$ cat src/rtl/mul_div_unit_pkg.sv
// Shared encodings for the RV32M multiply/divide unit.
package mdu_pkg;

   localparam logic [6:0] OPC_OP    = 7'b0110011;
   localparam logic [6:0] F7_MULDIV = 7'b0000001;

   typedef enum logic [2:0] {
      OP_MUL    = 3'b000,
      OP_MULH   = 3'b001,
      OP_MULHSU = 3'b010,
      OP_MULHU  = 3'b011,
      OP_DIV    = 3'b100,
      OP_DIVU   = 3'b101,
      OP_REM    = 3'b110,
      OP_REMU   = 3'b111
   } mdu_op_e;

   typedef enum logic [1:0] {
      IDLE = 2'd0,
      CALC = 2'd1,
      DONE = 2'd2
   } mdu_state_e;

endpackage

$ cat src/rtl/mul_div_unit_operand_prep.sv
// Combinational operand conditioning: magnitudes, result sign and special-case flags.
module mdu_operand_prep
   import mdu_pkg::*;
#(
   parameter int XLEN = 32
) (
   input  mdu_op_e          op,
   input  logic [XLEN-1:0]  a,
   input  logic [XLEN-1:0]  b,
   output logic [XLEN-1:0]  mag_a,
   output logic [XLEN-1:0]  mag_b,
   output logic             neg_res,
   output logic             div_zero,
   output logic             overflow
);

   logic a_signed;
   logic b_signed;
   logic sign_a;
   logic sign_b;

   always_comb begin
      a_signed = op inside {OP_MULH, OP_MULHSU, OP_DIV, OP_REM};
      b_signed = op inside {OP_MULH, OP_DIV, OP_REM};
      sign_a   = a_signed & a[XLEN-1];
      sign_b   = b_signed & b[XLEN-1];
      mag_a    = sign_a ? -a : a;
      mag_b    = sign_b ? -b : b;
      // remainder follows the dividend; everything else follows the sign product
      neg_res  = (op == OP_REM) ? sign_a : (sign_a ^ sign_b);
      div_zero = op[2] && (b == '0);
      overflow = ((op == OP_DIV) || (op == OP_REM)) &&
                 (a == {1'b1, {(XLEN-1){1'b0}}}) && (b == '1);
   end

endmodule

$ cat src/rtl/mul_div_unit.sv
// Iterative RV32M multiply/divide engine with start/busy/done handshake.
//
// state | meaning
// IDLE  | waiting for an accepted start
// CALC  | one multiply or divide bit per cycle, counter running down
// DONE  | result valid, done pulses for one cycle
module mul_div_unit
   import mdu_pkg::*;
#(
   parameter int XLEN  = 32,
   parameter int CNT_W = $clog2(XLEN + 1)
) (
   input  logic             clk,
   input  logic             reset,
   input  logic             start,
   input  logic             flush,
   input  logic [6:0]       opcode,
   input  logic [2:0]       funct3,
   input  logic [6:0]       funct7,
   input  logic             funct7_valid,
   input  logic [XLEN-1:0]  bus_rs1,
   input  logic [XLEN-1:0]  bus_rs2,
   output logic             busy,
   output logic             done,
   output logic [XLEN-1:0]  result
);

   mdu_state_e        state;
   mdu_op_e           op_q;
   logic              neg_q;
   logic [CNT_W-1:0]  cnt;
   logic [CNT_W-1:0]  cnt_nxt;
   logic [2*XLEN-1:0] acc;
   logic [2*XLEN-1:0] acc_nxt;
   logic [XLEN-1:0]   dsr;

   mdu_op_e           op_in;
   logic [XLEN-1:0]   mag_a;
   logic [XLEN-1:0]   mag_b;
   logic              neg_res;
   logic              div_zero;
   logic              overflow;
   logic              accept;
   logic [XLEN-1:0]   spec_res;
   logic [XLEN-1:0]   fin_res;

   logic [XLEN:0]     mul_sum;
   logic [XLEN:0]     div_trial;
   logic [2*XLEN-1:0] prod;
   logic [XLEN-1:0]   quo;
   logic [XLEN-1:0]   rem;

   assign op_in  = mdu_op_e'(funct3);
   assign accept = start && (state == IDLE) && (opcode == OPC_OP) &&
                   (funct7 == F7_MULDIV) && funct7_valid;
   assign cnt_nxt = cnt - CNT_W'(1);

   mdu_operand_prep #(.XLEN(XLEN)) u_prep (
      .op       (op_in),
      .a        (bus_rs1),
      .b        (bus_rs2),
      .mag_a    (mag_a),
      .mag_b    (mag_b),
      .neg_res  (neg_res),
      .div_zero (div_zero),
      .overflow (overflow)
   );

   // acc = {high product / partial remainder, multiplier / dividend-quotient}
   always_comb begin
      mul_sum   = {1'b0, acc[2*XLEN-1:XLEN]} + (acc[0] ? {1'b0, dsr} : '0);
      div_trial = acc[2*XLEN-1:XLEN-1] - {1'b0, dsr};
      if (op_q[2]) begin
         if (!div_trial[XLEN])
            acc_nxt = {div_trial[XLEN-1:0], acc[XLEN-2:0], 1'b1};
         else
            acc_nxt = {acc[2*XLEN-2:0], 1'b0};
      end else begin
         acc_nxt = {mul_sum, acc[XLEN-1:1]};
      end
   end

   always_comb begin
      prod = neg_q ? -acc_nxt : acc_nxt;
      quo  = acc_nxt[XLEN-1:0];
      rem  = acc_nxt[2*XLEN-1:XLEN];
      case (op_q)
         OP_MUL:                       fin_res = prod[XLEN-1:0];
         OP_MULH, OP_MULHSU, OP_MULHU: fin_res = prod[2*XLEN-1:XLEN];
         OP_DIV, OP_DIVU:              fin_res = neg_q ? -quo : quo;
         default:                      fin_res = neg_q ? -rem : rem;
      endcase
   end

   always_comb begin
      if (div_zero)
         spec_res = funct3[1] ? bus_rs1 : '1;
      else
         spec_res = funct3[1] ? '0 : bus_rs1;
   end

   always_ff @(posedge clk) begin
      if (reset) begin
         state  <= IDLE;
         op_q   <= OP_MUL;
         neg_q  <= 1'b0;
         cnt    <= '0;
         acc    <= '0;
         dsr    <= '0;
         busy   <= 1'b0;
         done   <= 1'b0;
         result <= '0;
      end else if (flush) begin
         state <= IDLE;
         busy  <= 1'b0;
         done  <= 1'b0;
      end else begin
         case (state)
            IDLE: begin
               done <= 1'b0;
               if (accept) begin
                  op_q  <= op_in;
                  neg_q <= neg_res;
                  acc   <= {{XLEN{1'b0}}, mag_a};
                  dsr   <= mag_b;
                  cnt   <= CNT_W'(XLEN);
                  busy  <= 1'b1;
                  if (div_zero || overflow) begin
                     state  <= DONE;
                     done   <= 1'b1;
                     result <= spec_res;
                  end else begin
                     state <= CALC;
                  end
               end
            end
            CALC: begin
               acc <= acc_nxt;
               cnt <= cnt_nxt;
               if (cnt_nxt == '0) begin
                  state  <= DONE;
                  done   <= 1'b1;
                  result <= fin_res;
               end
            end
            DONE: begin
               state <= IDLE;
               busy  <= 1'b0;
               done  <= 1'b0;
            end
            default: begin
               state <= IDLE;
               busy  <= 1'b0;
               done  <= 1'b0;
            end
         endcase
      end
   end

endmodule

$ cat config.mk
export PLATFORM = sky130hd
export DESIGN_NAME = mul_div_unit
export DESIGN_NICKNAME = d
export VERILOG_FILES = /design/src/rtl/mul_div_unit_pkg.sv /design/src/rtl/mul_div_unit_operand_prep.sv /design/src/rtl/mul_div_unit.sv
export SDC_FILE = /design/constraint.sdc
export NUM_CORES = 1
export LEC_CHECK = 0
export BUFFER_PORTS_ARGS = -buffer_cell sky130_fd_sc_hd__buf_2
export CAP_MARGIN = 20
export CORE_MARGIN = 2
export CORE_UTILIZATION = 38
export DETAILED_ROUTE_END_ITERATION = 10
export GPL_TIMING_DRIVEN = 0
export PLACE_DENSITY = 0.63
export SLEW_MARGIN = 40
export SYNTH_ARGS = -nofsm -noshare
export SYNTH_HDL_FRONTEND = slang
export SYNTH_SLANG_ARGS = --single-unit
$ cat constraint.sdc
create_clock -name clk -period 5.6 [get_ports clk]
set_clock_uncertainty 0.05 [all_clocks]
set_input_delay 0.56 -clock clk [delete_from_list [all_inputs] [get_ports clk]]
set_output_delay 0.56 -clock clk [all_outputs]
set_load 0.01 [all_outputs]
# == Word-level counts from Yosys, hierarchy flattened ==
# Cells that the tools add are included.
# op_classes
multipliers,0
n_reduce_logical,24
eq_ne,17
n_bitwise,5
n_mux,31
n_addsub,8
div_mod_pow,0
shift,0
n_lt_le_gt_ge,0
# op_table
cell,n
2-to-1 mux 32 bit,11
2-to-1 mux 64 bit,4
negator 32 bit,4
one-hot mux 64 bit (2 select lines),1
one-hot mux 32 bit (3 select lines),1
== test 32 bit (second input constant),2
negator 64 bit,1
one-hot mux 32 bit (2 select lines),1
adder 32 x 32 -> 33 bit,1
subtractor 33 x 32 -> 33 bit,1
zero test 32 bit,1
== test 3 bit (second input constant),4
one-hot mux 6 bit (2 select lines),1
== test 3 x 2 -> 1 bit (second input constant),3
== test 7 x 1 -> 1 bit (second input constant),1
== test 7 x 6 -> 1 bit (second input constant),1
logical AND 1 bit,7
== test 3 x 1 -> 1 bit (second input constant),2
zero test 6 bit,1
2-to-1 mux 2 bit,3
2-to-1 mux 6 bit,1
AND reduction 3 bit,2
subtractor 6 x 1 -> 6 bit (second input constant),1
2-to-1 mux 1 bit,5
18 further kinds,25
# word_totals
romBits,0
latch_bits,0
mem_count,0
input_bits,86
reg_bits,142
ramBits,0

# == Depth between registers and ports, before layout ==
# logic_depth
word_depth,8
depth_mapped,27
depth_no_buf,25

# == Hierarchy ==
# A second synthesis with hierarchy kept.
# unflattened
cells_unflattened,2198
hier_area_um2,15273.4
# by_module_without_submodules
mod,n_inst,seq_area_each_um2,cells_per_inst,area_each_um2
mul_div_unit,1,2842.7,1946,13571.8
mdu_operand_prep,1,0.0,252,1701.6

# == Least setup slack after synthesis ==
# Ideal clock, no wire load.
# synth_path
kind,register -> register
start,register op_q[2]
end,register result[4]
path_slack_ns,0.004
period_less_slack_ns,5.596
required_time_ns,5.417
arrival_ns,5.413
n_path_buf,8
path_stages_with_launch,24
setup_time_ns,0.133
cell_sequence,dfxtp_1 > clkbuf_1 > clkbuf_1 > clkbuf_1 > clkbuf_1 > buf_2 > buf_1 > buf_1 > mux2i_1 > ha_1 > nor3b_1 > o221ai_1 > nor4_1 > nand2_1 > nand2b_1 > or3_1 > clkbuf_1 > a21oi_1 > nand3_1 > a22o_1 > a221oi_1 > a21oi_1 > nor2_1 > nor3_1
# synth_between
elab_chain_len,6
elab_cells_between_ends,18
# synth_rtl
item,line_no,source
"start, declared",mul_div_unit.sv:29,mdu_op_e op_q;
"start signal, assigned",mul_div_unit.sv:122,op_q <= op_in;
2-to-1 mux 64 bit,mul_div_unit.sv:73,if (op_q[2]) begin
"negator 64 bit, or another cell as far along",mul_div_unit.sv:84,prod = neg_q ? -acc_nxt : acc_nxt;
"2-to-1 mux 64 bit, or another cell as far along",mul_div_unit.sv:84,
one-hot mux 32 bit (3 select lines) *,mul_div_unit.sv:87,case (op_q)
2-to-1 mux 32 bit *,mul_div_unit.sv:140,if (cnt_nxt == '0) begin
one-hot mux 32 bit (2 select lines) *,mul_div_unit.sv:118,case (state)
"end signal, assigned",mul_div_unit.sv:131,result <= spec_res;
"end signal, assigned",mul_div_unit.sv:143,result <= fin_res;
"end, declared",mul_div_unit.sv:25,output logic [XLEN-1:0] result
# Mark *: on every way between the ends. The rest lies on a longest branch, timed or not. The select of a mux whose other input is x is not followed.
# A chain may end at the register's enable or synchronous reset.

# == Final worst setup path ==
# layout_path
start,register op_q[2]
end,register result[24]
# Same word-level chain as after synthesis.

==> flow_summary.toml <==
[flow_run]
maxCapViolations = 0

[critical_path]
worstSetupStartpoint = "op_q[2]"
rr_endpoint = "result[24]"
rr_worst_depth = 20
path_class = "flop to flop"
regToRegSetupSlack_ns = -0.009
cp_data_required_time_ns = 5.95
r2r_start = "op_q[2]"
critical_path.max_fanout = 10
cp-start-kind = "flop"
worstPathArrival_ns = 5.96
endpoint_kind = "flop"

[timing]
rsz0062_at_grt = "true"
worstMarginPinSlew_ns = 0.9657
setup_viol = 1
finalCriticalPeriod_ns = 5.609
slew_headroom_pct = 35.38
slew_violations = 0
final_hold_viol_count = 0
min_period_over_period_pct = 100.2
max_freq_mhz = 178.3
fin_ws_ns = -0.008774

[outcome]
status = "finished with violations"
failed_checks = "setup timing"

[finish]
antennaDiodeCount = 0
fin_area_mm2 = 0.01853
syn2layout_area_growth_pct = 16.72
fin_nets = 2614
drive_above_1_share_pct = 14.39
fill_cells = 4323

[worst_hold_path]
min_to = "state[0]"
min-delay-start = "flush"
hp-class = "primary input to flop"
hold_depth = 2

[global_route]
grt_usage_pct = 34.39
grt_pass1_wl_um = 112800
grt_pass1_vias = 17790
grt_overflow_total = 0
grt_max_degree = 17
antenna_found_initial = 2

[routing]
route.vias.total = 19370
drcViolationCount = 0
drtIter0Drc = 2282
antenna_left = 0
vias_per_cell = 6.457
finalWirelength_um = 76970
dr.pass1.iters = 8
wl_per_cell_um = 25.67

[pwr]
seq_power_share_pct = 41.3
vdd_ir_drop_max_uv = 233.5
power.density_mw_per_mm2 = 131.6
internal_power_mw = 1.749
swShare_pct = 28.24
power_frac_comb_pct = 9.6
clockPowerShare_pct = 49.1
p_leak_nw = 7.155
p_sw_uw = 688.6

[synthesis]
yosys.area.top_type = "dfxtp_1"
avgSynthCellArea_um2 = 6.946
yosys_warnings = 0
ys_seq_area_share_pct = 17.91
synth_seq_cells = 142
syn_area_mm2 = 0.01587
synthCells = 2285
synth_edf_count = 0
synth_top_area_share_pct = 17.91
synthArstFlopShare_pct = 0
ys.flop_type = "dfxtp_1"
synthTopCellsByArea = "dfxtp_1, nor2_1, a21oi_1, ha_1, nand2_1"
syn_nets = 2444
yosysUniqueCellTypes = 99
netlist_top_cells_count = "nor2_1, a21oi_1, nand2_1"
synth_most_common_cell = "nor2_1"

[clocking]
cts_tree = "done"
cts.sinks = 142
htree_levels = 4
clkTransAtPathRegs_ns = 0.07
ctsLongestPathBuffers = 2
cts_root_buf = "clkbuf_16"
hold_buffers = 0
numCtsBuffers = 17
clk_latency_ns = 0.47

[die]
num_rows = 74
die_w_um = 208.4
floorplan.initialDensity_pct = 38.70
die_area_mm2 = 0.04342
ios = 120
die_y_um = 208.4
core_region_area_mm2 = 0.04102

[placement]
port-buffer-count = 116
hpwl_um = 61230
place_area_mm2 = 0.01720
gp_congestion = 1.004
pre_cts_slack_ns = -3.610
## final cells by class
class                   count  area (um^2)  area share (%)
multi-input cells        1927        12610           68.05
flip-flops and latches    142         2869           15.49
repair buffers            155        870.8           4.701
well taps                 532        665.6           3.593
plain buffers             141        661.9           3.573
clock buffers              18        429.2           2.317
inverters                  71        266.5           1.439
clock inverters            13        156.4          0.8443
## state kept, by name (all words and copies together) (netlist names)
| name | flops |
|---|---|
| op_q | 3 |
| dsr | 32 |
| cnt | 6 |
| state | 2 |
| result | 32 |
| neg_q | 1 |
| busy | 1 |
| acc | 64 |
| done | 1 |
## worst max-delay path by stage
stage,end,slack [ns],cells after the start
2_1_floorplan,result[4],0.004,23
5_1_grt,result[24],-0.01,25
4_1_cts,result[31],0.004,17
3_5_place_dp,result[24],-3.61,21
6_report,result[24],-0.009,20
3_3_place_gp,result[24],-4.03,21
## worst max-delay path: stages (launching register included)
cell and delay (ns):
dfxtp_4 0.46, clkbuf_8 0.25, clkbuf_4 0.31, clkbuf_8 0.27, buf_4 0.28, buf_4 0.32
buf_4 0.32, mux2i_4 0.36, ha_4 0.18, nor3b_4 0.20, o221ai_2 0.14, nor4_1 0.25
nand2_1 0.15, nand2b_4 0.20, or3_4 0.41, buf_4 0.17, a31oi_4 0.27, nand2_1 0.14
o311ai_4 0.43, o211ai_1 0.16, a21oi_1 0.17
## power groups by stage
| stage | registers [mW] | logic [mW] | clock network, mW |
|---|---|---|---|
| final | 1.01 | 0.233 | 1.20 |
| after global routing | 1.01 | 0.249 | 1.23 |
| after CTS | 1.01 | 0.225 | 1.19 |
| after detailed placement | 1.03 | 0.225 | 0 |
| after global placement | 1.03 | 0.223 | 0 |
| after floorplan | 1.03 | 0.115 | 0 |
## cell usage in the layout (no fill, tap or decap), types with 29 or more instances in the layout
cell,Yosys,routed
a211oi_1,85,82
a21o_1,31,31
a21oi_1,204,201
a22oi_1,33,33
and2_1,44,44
buf_2,12,126
buf_4,4,43
clkbuf_1,111,92
dfxtp_1,142,129
ha_1,71,68
inv_1,70,68
mux2i_1,43,42
nand2_1,202,198
nand3_1,56,54
nand4_1,29,29
nor2_1,305,303
nor3_1,77,74
o211ai_1,32,32
o21ai_0,145,139
o31ai_1,37,35
or3_1,37,35
xnor2_1,76,76
xor2_1,71,71
## cell families after synthesis
| logic type | after synthesis | share of synthesized area [%] |
|---|---|---|
| simple gates | 877 | 26.63 |
| xor+xnor | 147 | 8.112 |
| mux | 56 | 3.658 |
| flops | 142 | 17.91 |
| compound gates | 773 | 32.38 |
| fa+ha+maj | 74 | 5.912 |
| buf+inv | 216 | 5.392 |
## layer usage
metal  global-route usage, %  share of wire [%]  up-vias
met3                   7.517                 12      243
met4                   15.50                4.7        2
li1                        -                  -     8797
met2                   51.84                 42     1188
met1                   46.74                 42     9136
met5                       0              0.014        -
## stage by stage
stage | util, % | hold WS [ns] | cells | setup TNS [ns] | power [mW]
4_1_cts | 44.37 | 0.2967 | 2987 | 0 | 2.426
3_3_place_gp | 41.73 | 0.3910 | 2933 | -71.99 | 1.255
5_1_grt | 45.17 | 0.3236 | 2999 | -0.01876 | 2.487
6_report | 45.17 | 0.3136 | 2999 | -0.008774 | 2.438
3_5_place_dp | 41.92 | 0.3957 | 2934 | -55.81 | 1.257
2_1_floorplan | - | 0.3983 | 2285 | 0 | 1.148
## timing repair
action | 4_1_cts | 5_1_grt
setup endpoints to repair | 38 | 19
pin swaps | 18 | 17
resized for setup | 64 | 60
buffers inserted | 25 | 12
No activity file was read; power rests on OpenSTA's default activity.
